### config.mk
export PLATFORM = sky130hd
export DESIGN_NAME = mat_mul_seq_flat
export DESIGN_NICKNAME = d
export VERILOG_FILES = /design/src/rtl/mat_mul_seq_if.sv /design/src/rtl/mat_mul_seq.sv /design/src/flat_wrapper.sv
export SDC_FILE = /design/constraint.sdc
export NUM_CORES = 1
export LEC_CHECK = 0
export CAP_MARGIN = 20
export CORE_MARGIN = 5
export CORE_UTILIZATION = 43
export CTS_CLUSTER_SIZE = 40
export DETAILED_ROUTE_END_ITERATION = 10
export GPL_ROUTABILITY_DRIVEN = 0
export HOLD_SLACK_MARGIN = 0.05
export PLACE_DENSITY = 0.84
export SYNTH_ARGS = -nofsm -noshare
export SYNTH_HDL_FRONTEND = slang
export SYNTH_SLANG_ARGS = --single-unit
### constraint.sdc
create_clock -name s00_axi_aclk -period 1.5 [get_ports s00_axi_aclk]
set_input_delay 0.3 -clock s00_axi_aclk [delete_from_list [all_inputs] [get_ports s00_axi_aclk]]
set_output_delay 0.3 -clock s00_axi_aclk [all_outputs]
set_load 0.005 [all_outputs]
### src/rtl/mat_mul_seq_if.sv
// AXI-Stream handshake bundle (valid/last/ready) used on both stream ports of mat_mul_seq.
interface mat_mul_seq_if;
    logic tvalid;
    logic tlast;
    logic tready;

    modport master (output tvalid, output tlast, input tready);
    modport slave  (input tvalid, input tlast, output tready);
endinterface

### src/rtl/mat_mul_seq.sv
// Control sequencer for the matrix-multiply datapath: loads A/B from the input stream,
// steps BRAM/MAC through every element product, writes R and streams R back out.
module mat_mul_seq #(
    parameter int DIM_LOG  = 1,
    parameter int DIM      = 2**DIM_LOG,
    parameter int SIZE     = DIM*DIM,
    parameter int SIZE_LOG = 2*DIM_LOG
) (
    input  logic                s00_axi_aclk,
    input  logic                s00_axi_areset,
    input  logic                start,
    output logic                busy,
    output logic                done,
    output logic                err,
    mat_mul_seq_if.slave        s00_axis,
    mat_mul_seq_if.master       m00_axis,
    output logic                en_A,
    output logic                we_A,
    output logic [SIZE_LOG-1:0] addr_A,
    output logic                en_B,
    output logic                we_B,
    output logic [SIZE_LOG-1:0] addr_B,
    output logic                en_R,
    output logic                we_R,
    output logic [SIZE_LOG-1:0] addr_R,
    output logic                mac_en,
    output logic                mac_first
);
    localparam logic [SIZE_LOG-1:0] CNT_LAST = SIZE_LOG'(SIZE-1);
    localparam logic [DIM_LOG-1:0]  IDX_LAST = DIM_LOG'(DIM-1);

    typedef enum logic [3:0] {
        IDLE, LOAD_A, LOAD_B, CALC, DRAIN, WRITE, OUT_RD, OUT_VAL, DONE
    } state_t;

    state_t              state, state_d;
    logic [SIZE_LOG-1:0] cnt;
    logic [DIM_LOG-1:0]  i, j, k;
    logic                in_beat, cnt_last, elem_last;

    assign in_beat   = s00_axis.tvalid & s00_axis.tready;
    assign cnt_last  = (cnt == CNT_LAST);
    assign elem_last = (i == IDX_LAST) && (j == IDX_LAST);
    assign busy      = (state != IDLE);
    assign done      = (state == DONE);

    always_ff @(posedge s00_axi_aclk or posedge s00_axi_areset) begin
        if (s00_axi_areset) state <= IDLE;
        else                state <= state_d;
    end

    always_comb begin
        state_d = state;
        en_A    = 1'b0;
        we_A    = 1'b0;
        addr_A  = '0;
        en_B    = 1'b0;
        we_B    = 1'b0;
        addr_B  = '0;
        en_R    = 1'b0;
        we_R    = 1'b0;
        addr_R  = '0;
        case (state)
            IDLE:   if (start) state_d = LOAD_A;
            LOAD_A: if (in_beat) begin
                en_A   = 1'b1;
                we_A   = 1'b1;
                addr_A = cnt;
                if (cnt_last) state_d = LOAD_B;
            end
            LOAD_B: if (in_beat) begin
                en_B   = 1'b1;
                we_B   = 1'b1;
                addr_B = cnt;
                if (cnt_last) state_d = CALC;
            end
            CALC: begin
                en_A   = 1'b1;
                en_B   = 1'b1;
                addr_A = {i, k};
                addr_B = {k, j};
                if (k == IDX_LAST) state_d = DRAIN;
            end
            DRAIN:  state_d = WRITE;
            WRITE: begin
                en_R    = 1'b1;
                we_R    = 1'b1;
                addr_R  = {i, j};
                state_d = elem_last ? OUT_RD : CALC;
            end
            OUT_RD: begin
                en_R    = 1'b1;
                addr_R  = cnt;
                state_d = OUT_VAL;
            end
            OUT_VAL: begin
                // address held with en_R low so BRAM output stays on the beat
                addr_R = cnt;
                if (m00_axis.tready) state_d = cnt_last ? DONE : OUT_RD;
            end
            DONE:    state_d = IDLE;
            default: state_d = IDLE;
        endcase
    end

    always_ff @(posedge s00_axi_aclk or posedge s00_axi_areset) begin
        if (s00_axi_areset) begin
            cnt <= '0;
            i   <= '0;
            j   <= '0;
            k   <= '0;
            err <= 1'b0;
        end else begin
            case (state)
                IDLE: if (start) begin
                    cnt <= '0;
                    err <= 1'b0;
                end
                LOAD_A: if (in_beat) begin
                    cnt <= cnt_last ? '0 : cnt + SIZE_LOG'(1);
                    if (s00_axis.tlast) err <= 1'b1;
                end
                LOAD_B: if (in_beat) begin
                    // tlast is legal only on the final B beat
                    if (s00_axis.tlast != cnt_last) err <= 1'b1;
                    if (cnt_last) begin
                        cnt <= '0;
                        i   <= '0;
                        j   <= '0;
                        k   <= '0;
                    end else begin
                        cnt <= cnt + SIZE_LOG'(1);
                    end
                end
                CALC: k <= k + DIM_LOG'(1);
                WRITE: begin
                    k <= '0;
                    j <= j + DIM_LOG'(1);
                    if (j == IDX_LAST) i <= i + DIM_LOG'(1);
                    if (elem_last) cnt <= '0;
                end
                OUT_VAL: if (m00_axis.tready && !cnt_last) cnt <= cnt + SIZE_LOG'(1);
                default: ;
            endcase
        end
    end

    // MAC controls trail the BRAM read issue by the one-cycle read latency
    always_ff @(posedge s00_axi_aclk or posedge s00_axi_areset) begin
        if (s00_axi_areset) begin
            s00_axis.tready <= 1'b0;
            m00_axis.tvalid <= 1'b0;
            m00_axis.tlast  <= 1'b0;
            mac_en          <= 1'b0;
            mac_first       <= 1'b0;
        end else begin
            s00_axis.tready <= (state_d == LOAD_A) || (state_d == LOAD_B);
            m00_axis.tvalid <= (state_d == OUT_VAL);
            m00_axis.tlast  <= (state_d == OUT_VAL) && cnt_last;
            mac_en          <= (state == CALC);
            mac_first       <= (state == CALC) && (k == '0);
        end
    end
endmodule
### src/flat_wrapper.sv
// flat-port wrapper written by rule: the top's interface ports become plain ports
module mat_mul_seq_flat 
#(
    parameter int DIM_LOG  = 1,
    parameter int DIM      = 2**DIM_LOG,
    parameter int SIZE     = DIM*DIM,
    parameter int SIZE_LOG = 2*DIM_LOG
)
  (s00_axi_aclk, s00_axi_areset, start, busy, done, err, en_A, we_A, addr_A, en_B, we_B, addr_B, en_R, we_R, addr_R, mac_en, mac_first, s00_axis_tvalid, s00_axis_tlast, s00_axis_tready, m00_axis_tvalid, m00_axis_tlast, m00_axis_tready);
  mat_mul_seq_if s00_axis_i ();
  mat_mul_seq_if m00_axis_i ();
  input  logic s00_axi_aclk;
  input  logic s00_axi_areset;
  input  logic start;
  output logic busy;
  output logic done;
  output logic err;
  output logic en_A;
  output logic we_A;
  output logic [SIZE_LOG-1:0] addr_A;
  output logic en_B;
  output logic we_B;
  output logic [SIZE_LOG-1:0] addr_B;
  output logic en_R;
  output logic we_R;
  output logic [SIZE_LOG-1:0] addr_R;
  output logic mac_en;
  output logic mac_first;
  input wire logic [$bits(s00_axis_i.tvalid)-1:0] s00_axis_tvalid;
  input wire logic [$bits(s00_axis_i.tlast)-1:0] s00_axis_tlast;
  output wire logic [$bits(s00_axis_i.tready)-1:0] s00_axis_tready;
  output wire logic [$bits(m00_axis_i.tvalid)-1:0] m00_axis_tvalid;
  output wire logic [$bits(m00_axis_i.tlast)-1:0] m00_axis_tlast;
  input wire logic [$bits(m00_axis_i.tready)-1:0] m00_axis_tready;
  assign s00_axis_i.tvalid = s00_axis_tvalid;
  assign s00_axis_i.tlast = s00_axis_tlast;
  assign s00_axis_tready = s00_axis_i.tready;
  assign m00_axis_tvalid = m00_axis_i.tvalid;
  assign m00_axis_tlast = m00_axis_i.tlast;
  assign m00_axis_i.tready = m00_axis_tready;
  mat_mul_seq #(.DIM_LOG(DIM_LOG), .DIM(DIM), .SIZE(SIZE), .SIZE_LOG(SIZE_LOG)) u_core (.s00_axi_aclk(s00_axi_aclk), .s00_axi_areset(s00_axi_areset), .start(start), .busy(busy), .done(done), .err(err), .s00_axis(s00_axis_i), .m00_axis(m00_axis_i), .en_A(en_A), .we_A(we_A), .addr_A(addr_A), .en_B(en_B), .we_B(we_B), .addr_B(addr_B), .en_R(en_R), .we_R(we_R), .addr_R(addr_R), .mac_en(mac_en), .mac_first(mac_first));
endmodule
==> run_results.csv, run 1 <==
group,metric,value,unit
synth,avgSynthCellArea,9.07,um^2
synth,yosys_warnings,0,
synth,netlist_top_cells_area,"dfrtp_1 (36%), nand2_1 (4.4%), nor2_1 (3.6%)",
timing,crit_endpoint,"addr_B[1]",
place,place_inst,190,
floorplan,die_h,59.0,um
status,error,"[ERROR DPL-0033] detailed placement checks failed during check placement.",
floorplan,io_pins,26,
status,outcome,"did not finish",
clocking,cts.hold.buffers_added,0,
status,lastStage,"global routing",
synth,ys_seq_area_frac,0.363,
synth,synthArstFlopShare,1.00,
synth,yosys_register_bits,15,
synth,ys.flop_type,"dfrtp_1",
synth,yosysMostFrequentCell,"dfrtp_1",
synth,syn_nets,122,
synth,syn-instance-count,114,
clocking,clock-sinks,15,
floorplan,initial_core_util,0.458,
floorplan,die-width,59.0,um
grt,grt_max_degree,16,
synth,syn_area,1030,um^2
clocking,numCtsBuffers,3,
place,dpl.hpwl,2410,um
synth,yosysTopAreaCellShare,0.363,
clocking,cts-root-buf,"clkbuf_4",
grt,antenna_found_initial,0,
floorplan,row_count,17,
clocking,clock_path_buffers,2,
synth,synth_largest_area_cell,"dfrtp_1",
timing,worst-ep-kind,"primary output",
synth,ys_types,46,
synth,synth-edff-count,0,
synth,synth_common_cells,"dfrtp_1 (15), nand2_1 (12), nor2_1 (10), a21oi_1 (7), nand3_1 (6)",
place,port_buffers,25,
clocking,h-tree-depth,1,
stage by stage:
step                setup slack (ns)  cell area (um^2)
floorplan                     -0.129              1070
global placement              -0.735              1540
detailed placement            -0.785              1540
CTS                           -0.346              1880
what timing repair did:
| item | in CTS |
|---|---|
| setup endpoints to repair | 22 |
| cloned | 1 |
| pin swaps | 14 |
| buffers inserted | 20 |
| resized for setup | 95 |
kinds of logic after synthesis:
logic type / share of synthesized area
compound gates: 0.205
xor+xnor: 0.0242
fa+ha+maj: 0.0242
buf+inv: 0.0714
flops: 0.363
mux: 0.0303
simple gates: 0.282
==> run 2, diff against run 1 <==
CORE_AREA = 5 5 66 68   (was not set)
CORE_MARGIN = not set   (was 5)
CORE_UTILIZATION = not set   (was 43)
CTS_CLUSTER_SIZE = not set   (was 40)
DIE_AREA = 0 0 71 73   (was not set)
HOLD_SLACK_MARGIN = not set   (was 0.05)
PLACE_DENSITY = not set   (was 0.84)
PLACE_DENSITY_LB_ADDON = 0.15   (was not set)
clock period = 1.95 ns   (was 1.5 ns; I/O delays follow)
==> run_results.csv, run 2 <==
group,metric,value,unit
status,outcome,"completed",
detailed_routing,first_pass_iters,6,
floorplan,core,3800,um^2
timing,clock_skew,0.00759,ns
place,dpl_cell_area,1520,um^2
timing,fin_crit_sh,0.978,
synth,synth_common_cells,"dfrtp_1 (15), nand2_1 (12), nor2_1 (10), a21oi_1 (7), nand3_1 (6)",
detailed_routing,drt_iter0_drc,49,
detailed_routing,vias,1092,
final_layout,layout_common_cells,"buf_4 (41), nand2_1 (12), dfrtp_1 (12)",
timing,tightest_slew,0.579,ns
pwr,vdd_drop_max,854,uV
job,cap_violations,0,
synth,syn_nets,122,
timing,min_period,1.91,ns
clocking,clock_latency,0.25,ns
setup_path,crit_chain,"buf_6 -> buf_4 -> nand3_2 -> inv_2 -> buf_4 -> a22o_1 -> buf_2",
clocking,cts-root-buf,"clkbuf_8",
pwr,leakage,0.880,nW
final_layout,num_antenna_cells,0,
synth,yosysMostFrequentCell,"dfrtp_1",
synth,synth_top_family_by_area,"simple AND/OR/NAND/NOR gates",
detailed_routing,vias_per_cell,4.77,
final_layout,final_nets,188,
detailed_routing,wl_per_cell,14.3,um
detailed_routing,ant_nets,0,
timing,grt_setup_unrepaired,"true",
setup_path,cp_slowest_stage_delay,0.40,ns
clocking,h-tree-depth,1,
timing,final-setup-viol-count,0,
grt,grt_pass1_vias,1110,
timing,hold_viol,0,
setup_path,critPathCaptureType,"primary output",
setup_path,startpoint_type,"register",
synth,yosys_register_bits,15,
synth,syn_area,1030,um^2
final_layout,area_growth,68.0,%
setup_path,cp.arrival,1.52,ns
final_layout,drive_above_1_share,0.441,
place,dpl.hpwl,2390,um
synth,synthAdderAreaFrac,0.0242,
setup_path,cpMostUsedCell,"buf_4",
timing,max_clock_freq,524,MHz
setup_path,rr_startpoint,"u_core.state[0]",
setup_path,path_max_fanout,6,
synth,ys_types,46,
synth,synth_compound_area_frac,0.205,
synth,synth-edff-count,0,
floorplan,die-area,5180,um^2
synth,synthArstFlopShare,1.00,
pwr,power_density,1550,nW/um^2
grt,grt_max_degree,16,
setup_path,cp-startpoint,"u_core.state[0]",
synth,yosys_warnings,0,
final_layout,reg_top3,"u_core.state: 4 flops, u_core.cnt: 2 flops",
synth,avgSynthCellArea,9.07,um^2
setup_path,critPathKind,"reg2out",
synth,syn-instance-count,114,
final_layout,largest_reg_flops,4,
detailed_routing,drt-total-wl,3280,um
final_layout,fin_area,1740,um^2
timing,maxSlewHeadroom,0.613,
synth,yosys.area_share.simple,0.282,
floorplan,io_pins,26,
grt,antenna_found_initial,0,
clocking,cts_tree,"built",
clocking,cts.hold.buffers_added,0,
place,place_inst,211,
floorplan,row_count,23,
setup_path,cp_data_required_time,1.56,ns
clocking,numCtsBuffers,3,
synth,synth_xor_area_frac,0.0242,
synth,yosysTopAreaCellShare,0.363,
synth,ys_seq_area_frac,0.363,
final_layout,instances_no_fill,229,
detailed_routing,drc,0,
final_layout,largest-register,"u_core.state",
clocking,clock_path_buffers,2,
grt,grt_pass1_wl,5340,um
floorplan,initial_core_util,0.272,
grt,grt.total_usage,0.131,
min_path,hp-class,"in2async",
grt,grt-ovfl-total,0,
setup_path,path_delay_family,"buffers and inverters",
place,port_buffers,25,
floorplan,die-width,71,um
synth,synth_largest_area_cell,"dfrtp_1",
synth,ys.flop_type,"dfrtp_1",
final_layout,post-route-util,0.457,
synth,muxShareOfSynthArea,0.0303,
synth,netlist_top_cells_area,"dfrtp_1 (36%), nand2_1 (4.4%), nor2_1 (3.6%)",
clocking,clkTransAtPathRegs,0.07,ns
floorplan,die_h,73,um
timing,slew_viol_final,0,
setup_path,path_buf_inv,5,
clocking,clock-sinks,15,
final_layout,final_common_cell,"buf_4",
setup_path,critPathSlowestCell,"dfrtp_1",
run 2: cell counts after synthesis:
Identical to the previous run, type by type.
run 2: routing by layer:
metal / track usage / part of all wire / vias up
met5: 0 / 0 / -
li1: - / - / 534
met1: 0.163 / 0.43 / 522
met4: 0.0230 / 0.012 / 0
met2: 0.229 / 0.52 / 30
met3: 0.0358 / 0.046 / 6
run 2: cell type report:
class	instances	area (um^2)
Fill cell	389	2060
Clock buffer	3	41.3
Inverter	3	11.3
Tap cell	50	62.6
Timing Repair Buffer	70	578
Sequential cell	15	379
Clock inverter	1	5.00
Multi-Input combinational cell	87	659
run 2: worst reg2reg max path, delay by kind of cell (launching register included):
family,cells,cell delay [ns]
AO/OA/AOI/OAI,1,0.43
buffers and inverters,2,0.30
AND/OR/NAND/NOR,2,0.44
XOR/XNOR,1,0.19
flip-flops,1,0.40
run 2: power by group:
group	switching [mW]	leakage [nW]	internal (mW)
Clock	0.120	0.0255	0.142
Sequential	0.131	0.185	0.441
Combinational	0.834	0.670	1.03
run 2: worst paths after layout:
path | endpoint | slack, ns | depth (start not counted)
max | addr_A[1] | 0.04 | 7
min | u_core.state[0] | 0.49 | 2
max reg2reg | u_core.s00_axis.tready | 0.06 | 6
min reg2reg | u_core.err | 0.53 | 2
max in group asynchronous | u_core.state[2] | 1.04 | 2
min in group s00_axi_aclk | u_core.err | 0.53 | 2
run 2: cells by family (layout without fill, tap and decap cells):
| family | count (synthesis) | after routing |
|---|---|---|
| AOI/OAI and AO/OA | 29 | 29 |
| DFF | 15 | 15 |
| and+or+nand+nor | 51 | 51 |
| muxes | 3 | 3 |
| xor gates and xnor gates | 2 | 2 |
| adders and majority gates | 2 | 2 |
| buffers and inverters | 12 | 77 |
run 2: stage by stage:
step | setup slack [ns] | TNS (ns) | hold WS, ns | power, mW
after global placement | -0.486 | -3.78 | 0.488 | 2.17
after global routing | -0.0333 | -0.0492 | 0.567 | 2.90
after floorplan | 0.304 | 0 | 0.291 | 1.42
final | 0.0425 | 0 | 0.493 | 2.70
after CTS | -0.231 | -1.04 | 0.528 | 2.59
after detailed placement | -0.504 | -3.92 | 0.514 | 2.17
run 2: repair_timing:
item                                    in CTS  in global routing
gates resized for setup                     27                 29
pin swaps                                    6                  6
endpoints found under the hold margin        0                  0
endpoints found under the setup margin      14                 14
buffers inserted                            10                  5
No activity file was read; power rests on OpenSTA's default activity.
==> run 3, diff against run 2 <==
HOLD_SLACK_MARGIN = 0.05   (was not set)
SETUP_SLACK_MARGIN = 0.2   (was not set)
==> run_results.csv, run 3 (synthesis results as in run 2) <==
group,metric,value,unit
status,outcome,"completed",
final_layout,reg_top3,"u_core.state: 4 flops, u_core.cnt: 2 flops",
timing,grt_setup_unrepaired,"true",
setup_path,cp-startpoint,"u_core.state[3]",
floorplan,initial_core_util,0.272,
grt,antenna_found_initial,0,
final_layout,final_common_cell,"buf_4",
grt,grt.total_usage,0.146,
final_layout,final_nets,203,
pwr,p_sw,1.31,mW
floorplan,core,3800,um^2
detailed_routing,vias_per_cell,4.87,
pwr,power_density,1630,nW/um^2
setup_path,r2r_cells,7,
pwr,power_frac_comb,0.736,
timing,max_clock_freq,521,MHz
setup_path,path_buf_inv,3,
timing,maxSlewHeadroom,0.610,
setup_path,path_depth,6,
floorplan,die-area,5180,um^2
setup_path,path_max_fanout,4,
clocking,clock_latency,0.26,ns
pwr,p_int,1.89,mW
clocking,h-tree-depth,1,
floorplan,row_count,23,
final_layout,seqCellArea,378,um^2
grt,grt_pass1_wl,6000,um
job,cap_violations,0,
pwr,pwr-share-seq,0.181,
setup_path,crit_chain,"buf_6 -> nor2_4 -> and3_4 -> buf_6 -> a22o_1 -> buf_2",
place,port_buffers,25,
final_layout,num_antenna_cells,0,
setup_path,cpMostUsedCell,"buf_6",
setup_path,startpoint_type,"register",
min_path,hp-class,"in2async",
timing,final-setup-viol-count,0,
clocking,clkTransAtPathRegs,0.07,ns
floorplan,die_h,73,um
final_layout,largest-register,"u_core.state",
pwr,leakage,0.959,nW
setup_path,cp.arrival,1.53,ns
final_layout,drive_above_1_share,0.552,
pwr,vdd_drop_max,813,uV
timing,setup_slack,0.0302,ns
detailed_routing,drt-total-wl,3940,um
timing,clock_skew,0.00818,ns
final_layout,fillers,341,
final_layout,instances_no_fill,244,
setup_path,cp_slowest_stage_delay,0.45,ns
final_layout,post-route-util,0.518,
clocking,numCtsBuffers,3,
clocking,cts.hold.buffers_added,0,
pwr,swShare,0.409,
timing,fin_crit_sh,0.985,
final_layout,layout_common_cells,"buf_4 (39), buf_6 (24), dfrtp_1 (13)",
timing,min_period,1.92,ns
detailed_routing,ant_nets,0,
place,dpl.hpwl,2390,um
detailed_routing,wl_per_cell,16.1,um
floorplan,die-width,71,um
place,dp_slack,-0.504,ns
final_layout,multiInputGateArea,733,um^2
grt,grt_pass1_vias,1242,
final_layout,area_growth,90.3,%
timing,slew_viol_final,0,
timing,hold_viol,0,
setup_path,rr_startpoint,"u_core.state[0]",
final_layout,largest_reg_flops,4,
setup_path,critPathSlowestCell,"dfrtp_2",
pwr,clkPwrFrac,0.083,
setup_path,cp_data_required_time,1.56,ns
grt,grt-ovfl-total,0,
detailed_routing,drt_iter0_drc,37,
setup_path,rr_endpoint,"u_core.s00_axis.tready",
setup_path,path_delay_family,"flip-flops",
detailed_routing,vias,1188,
setup_path,critPathKind,"reg2out",
clocking,clock-sinks,15,
setup_path,endpoint,"addr_B[1]",
floorplan,io_pins,26,
clocking,cts_tree,"built",
timing,tightest_slew,0.584,ns
detailed_routing,first_pass_iters,4,
clocking,clock_path_buffers,2,
grt,grt_max_degree,16,
setup_path,critPathCaptureType,"primary output",
clocking,cts-root-buf,"clkbuf_8",
detailed_routing,drc,0,
setup_path,rrSetupSlack,0.07,ns
place,place_inst,211,
[run 3: metrics by stage]
stage          area, um^2  total power [mW]  TNS, ns  hold slack (ns)
2_1_floorplan        1030              1.42        0            0.291
3_3_place_gp         1520              2.17    -3.78            0.488
3_5_place_dp         1520              2.17    -3.92            0.514
4_1_cts              1850              2.89        0            0.528
5_1_grt              1970              3.40  -0.0159            0.567
6_report             1970              3.20        0            0.493
[run 3: timing repair]
| action | CTS | global route |
|---|---|---|
| buffers inserted | 20 | 9 |
| endpoints found under the setup margin | 17 | 18 |
| resized for setup | 96 | 18 |
| pin swaps | 22 | 13 |
[run 3: per-layer routing]
layer / up-vias / track usage / wire [um]
li1: 566 / - / -
met1: 583 / 0.177 / 1620
met2: 28 / 0.263 / 2150
met3: 11 / 0.0372 / 107
met4: 0 / 0.0313 / 66
met5: - / 0 / 0
[run 3: power groups by stage]
| stage | logic (mW) | clock network (mW) | registers (mW) |
|---|---|---|---|
| 2_1_floorplan | 0.887 | 0 | 0.531 |
| 3_3_place_gp | 1.60 | 0 | 0.568 |
| 3_5_place_dp | 1.61 | 0 | 0.562 |
| 4_1_cts | 2.05 | 0.273 | 0.567 |
| 5_1_grt | 2.51 | 0.292 | 0.592 |
| 6_report | 2.36 | 0.266 | 0.579 |
[run 3: worst min-delay path by stage]
stage / end / startpoint / depth (start not counted) / slack [ns]
after floorplan: u_core.cnt[0] / s00_axi_areset / 1 / 0.29
after global placement: u_core.err / u_core.err / 2 / 0.49
after detailed placement: u_core.err / u_core.err / 2 / 0.51
after CTS: u_core.state[0] / s00_axi_areset / 2 / 0.53
after global routing: u_core.state[0] / s00_axi_areset / 2 / 0.57
final: u_core.state[0] / s00_axi_areset / 2 / 0.49
[run 3: layout make-up]
class	instances	share of cell area
repair buffers	85	0.374
multi-input cells	87	0.373
flip-flops and latches	15	0.192
well taps	50	0.0318
clock buffers	3	0.0210
inverters	3	0.00573
clock inverters	1	0.00254
==> run 4, diff against run 3 <==
PLACE_DENSITY_LB_ADDON = 0.08   (was 0.15)
==> run_results.csv, run 4 (synthesis results as in run 2) <==
group,metric,value,unit
clocking,h-tree-depth,1,
pwr,vdd_drop_max,644,uV
timing,max_clock_freq,517,MHz
floorplan,die_h,73,um
clocking,clkTransAtPathRegs,0.07,ns
timing,slew_viol_final,0,
grt,grt.total_usage,0.140,
grt,grt_max_degree,16,
final_layout,post-route-util,0.509,
floorplan,io_pins,26,
final_layout,fin_area,1930,um^2
timing,tns,0,ns
setup_path,path_max_fanout,3,
timing,tightest_slew,0.627,ns
final_layout,fillers,367,
timing,min_period,1.93,ns
timing,clock_skew,0.00612,ns
place,port_buffers,25,
place,dp_slack,-0.520,ns
status,outcome,"completed",
timing,whs,0.523,ns
final_layout,final_nets,197,
place,place_inst,206,
floorplan,core,3800,um^2
detailed_routing,drt-total-wl,3680,um
clocking,clock_latency,0.25,ns
final_layout,drive_above_1_share,0.543,
job,cap_violations,0,
pwr,fin_total_pwr,3.06,mW
detailed_routing,wl_per_cell,15.5,um
final_layout,layout_common_cells,"buf_4 (37), buf_6 (19), dfrtp_1 (15)",
setup_path,startpoint_type,"register",
detailed_routing,vias,1150,
floorplan,die-area,5180,um^2
floorplan,die-width,71,um
setup_path,cp_slowest_stage_delay,0.41,ns
final_layout,final_common_cell,"buf_4",
final_layout,largest_reg_flops,4,
place,dpl.hpwl,2350,um
setup_path,crit_chain,"buf_12 -> nand2b_4 -> nor4_4 -> buf_4 -> buf_6 -> a22o_1 -> buf_2",
pwr,leakage,0.904,nW
clocking,cts-root-buf,"clkbuf_8",
clocking,clock-sinks,15,
final_layout,reg_top3,"u_core.state: 4 flops, u_core.cnt: 2 flops",
setup_path,cp_data_required_time,1.56,ns
timing,maxSlewHeadroom,0.581,
timing,fin_crit_sh,0.991,
final_layout,area_growth,86.9,%
clocking,numCtsBuffers,3,
setup_path,critPathSlowestCell,"dfrtp_1",
grt,grt-ovfl-total,0,
min_path,hp-class,"reg2reg",
clocking,cts.hold.buffers_added,0,
detailed_routing,drt_iter0_drc,39,
setup_path,r2r_cells,9,
final_layout,instances_no_fill,238,
setup_path,cp.arrival,1.54,ns
setup_path,critPathKind,"reg2out",
timing,setup_slack,0.0168,ns
timing,grt_setup_unrepaired,"true",
place,dpl_cell_area,1490,um^2
min_path,whs_path_depth,2,
timing,hold_viol,0,
final_layout,largest-register,"u_core.state",
floorplan,initial_core_util,0.272,
final_layout,num_antenna_cells,0,
grt,antenna_found_initial,0,
timing,final-setup-viol-count,0,
setup_path,critPathCaptureType,"primary output",
clocking,clock_path_buffers,2,
clocking,cts_tree,"built",
floorplan,row_count,23,
detailed_routing,drc,0,
detailed_routing,vias_per_cell,4.83,
detailed_routing,ant_nets,0,
detailed_routing,first_pass_iters,4,
grt,grt_pass1_vias,1171,
grt,grt_pass1_wl,5710,um
pwr,power_density,1580,nW/um^2
==> run 4: changes by cell type in the layout (fill, tap and decap cells not counted), sizes merged <==
cell / before / now
buf: 72 / 67
clkdlybuf4s15: 1 / 0
clkdlybuf4s50: 9 / 10
dlymetal6s2s: 1 / 0
==> run 4: final cells by class <==
type                    count  area (um^2)  area share
repair buffers             79          691       0.358
well taps                  50         62.6      0.0324
clock buffers               3         41.3      0.0214
inverters                   3         13.8     0.00712
flip-flops and latches     15          375       0.194
multi-input cells          87          743       0.385
clock inverters             1         5.00     0.00259
==> run 4: repair_timing <==
| action | in CTS | in global routing |
|---|---|---|
| gates resized for setup | 88 | 21 |
| endpoints found under the hold margin | 0 | 0 |
| setup endpoints to repair | 17 | 17 |
| setup buffers | 15 | 13 |
| pin swaps | 16 | 12 |
==> run 4: worst max-delay path, delay by kind of cell, from the launching register on <==
| family | cells | cell delay [ns] |
|---|---|---|
| buffers and inverters | 4 | 0.49 |
| DFF | 1 | 0.41 |
| and+or+nand+nor | 2 | 0.29 |
| AOI/OAI and AO/OA | 1 | 0.10 |
==> run 4: path summary, 6_finish.rpt <==
check	to	from	slack, ns
min	u_core.err	u_core.err	0.52
max in group asynchronous	u_core.j	s00_axi_areset	1.01
min reg2reg	u_core.err	u_core.err	0.52
min in group asynchronous	u_core.mac_en	s00_axi_areset	0.53
max	addr_A[0]	u_core.state[0]	0.02
max reg2reg	u_core.cnt[0]	u_core.state[3]	0.05
==> run 4: layer usage <==
layer,vias to the layer above,wire [um],track usage
li1,553,-,-
met1,568,1550,0.170
met2,25,1960,0.256
met3,4,131,0.0372
met4,0,40,0.0125
met5,-,0,0
==> run 4: report_power, final <==
part	internal (mW)	switching, mW
clock	0.142	0.119
combinational	1.23	1.02
sequential	0.437	0.110
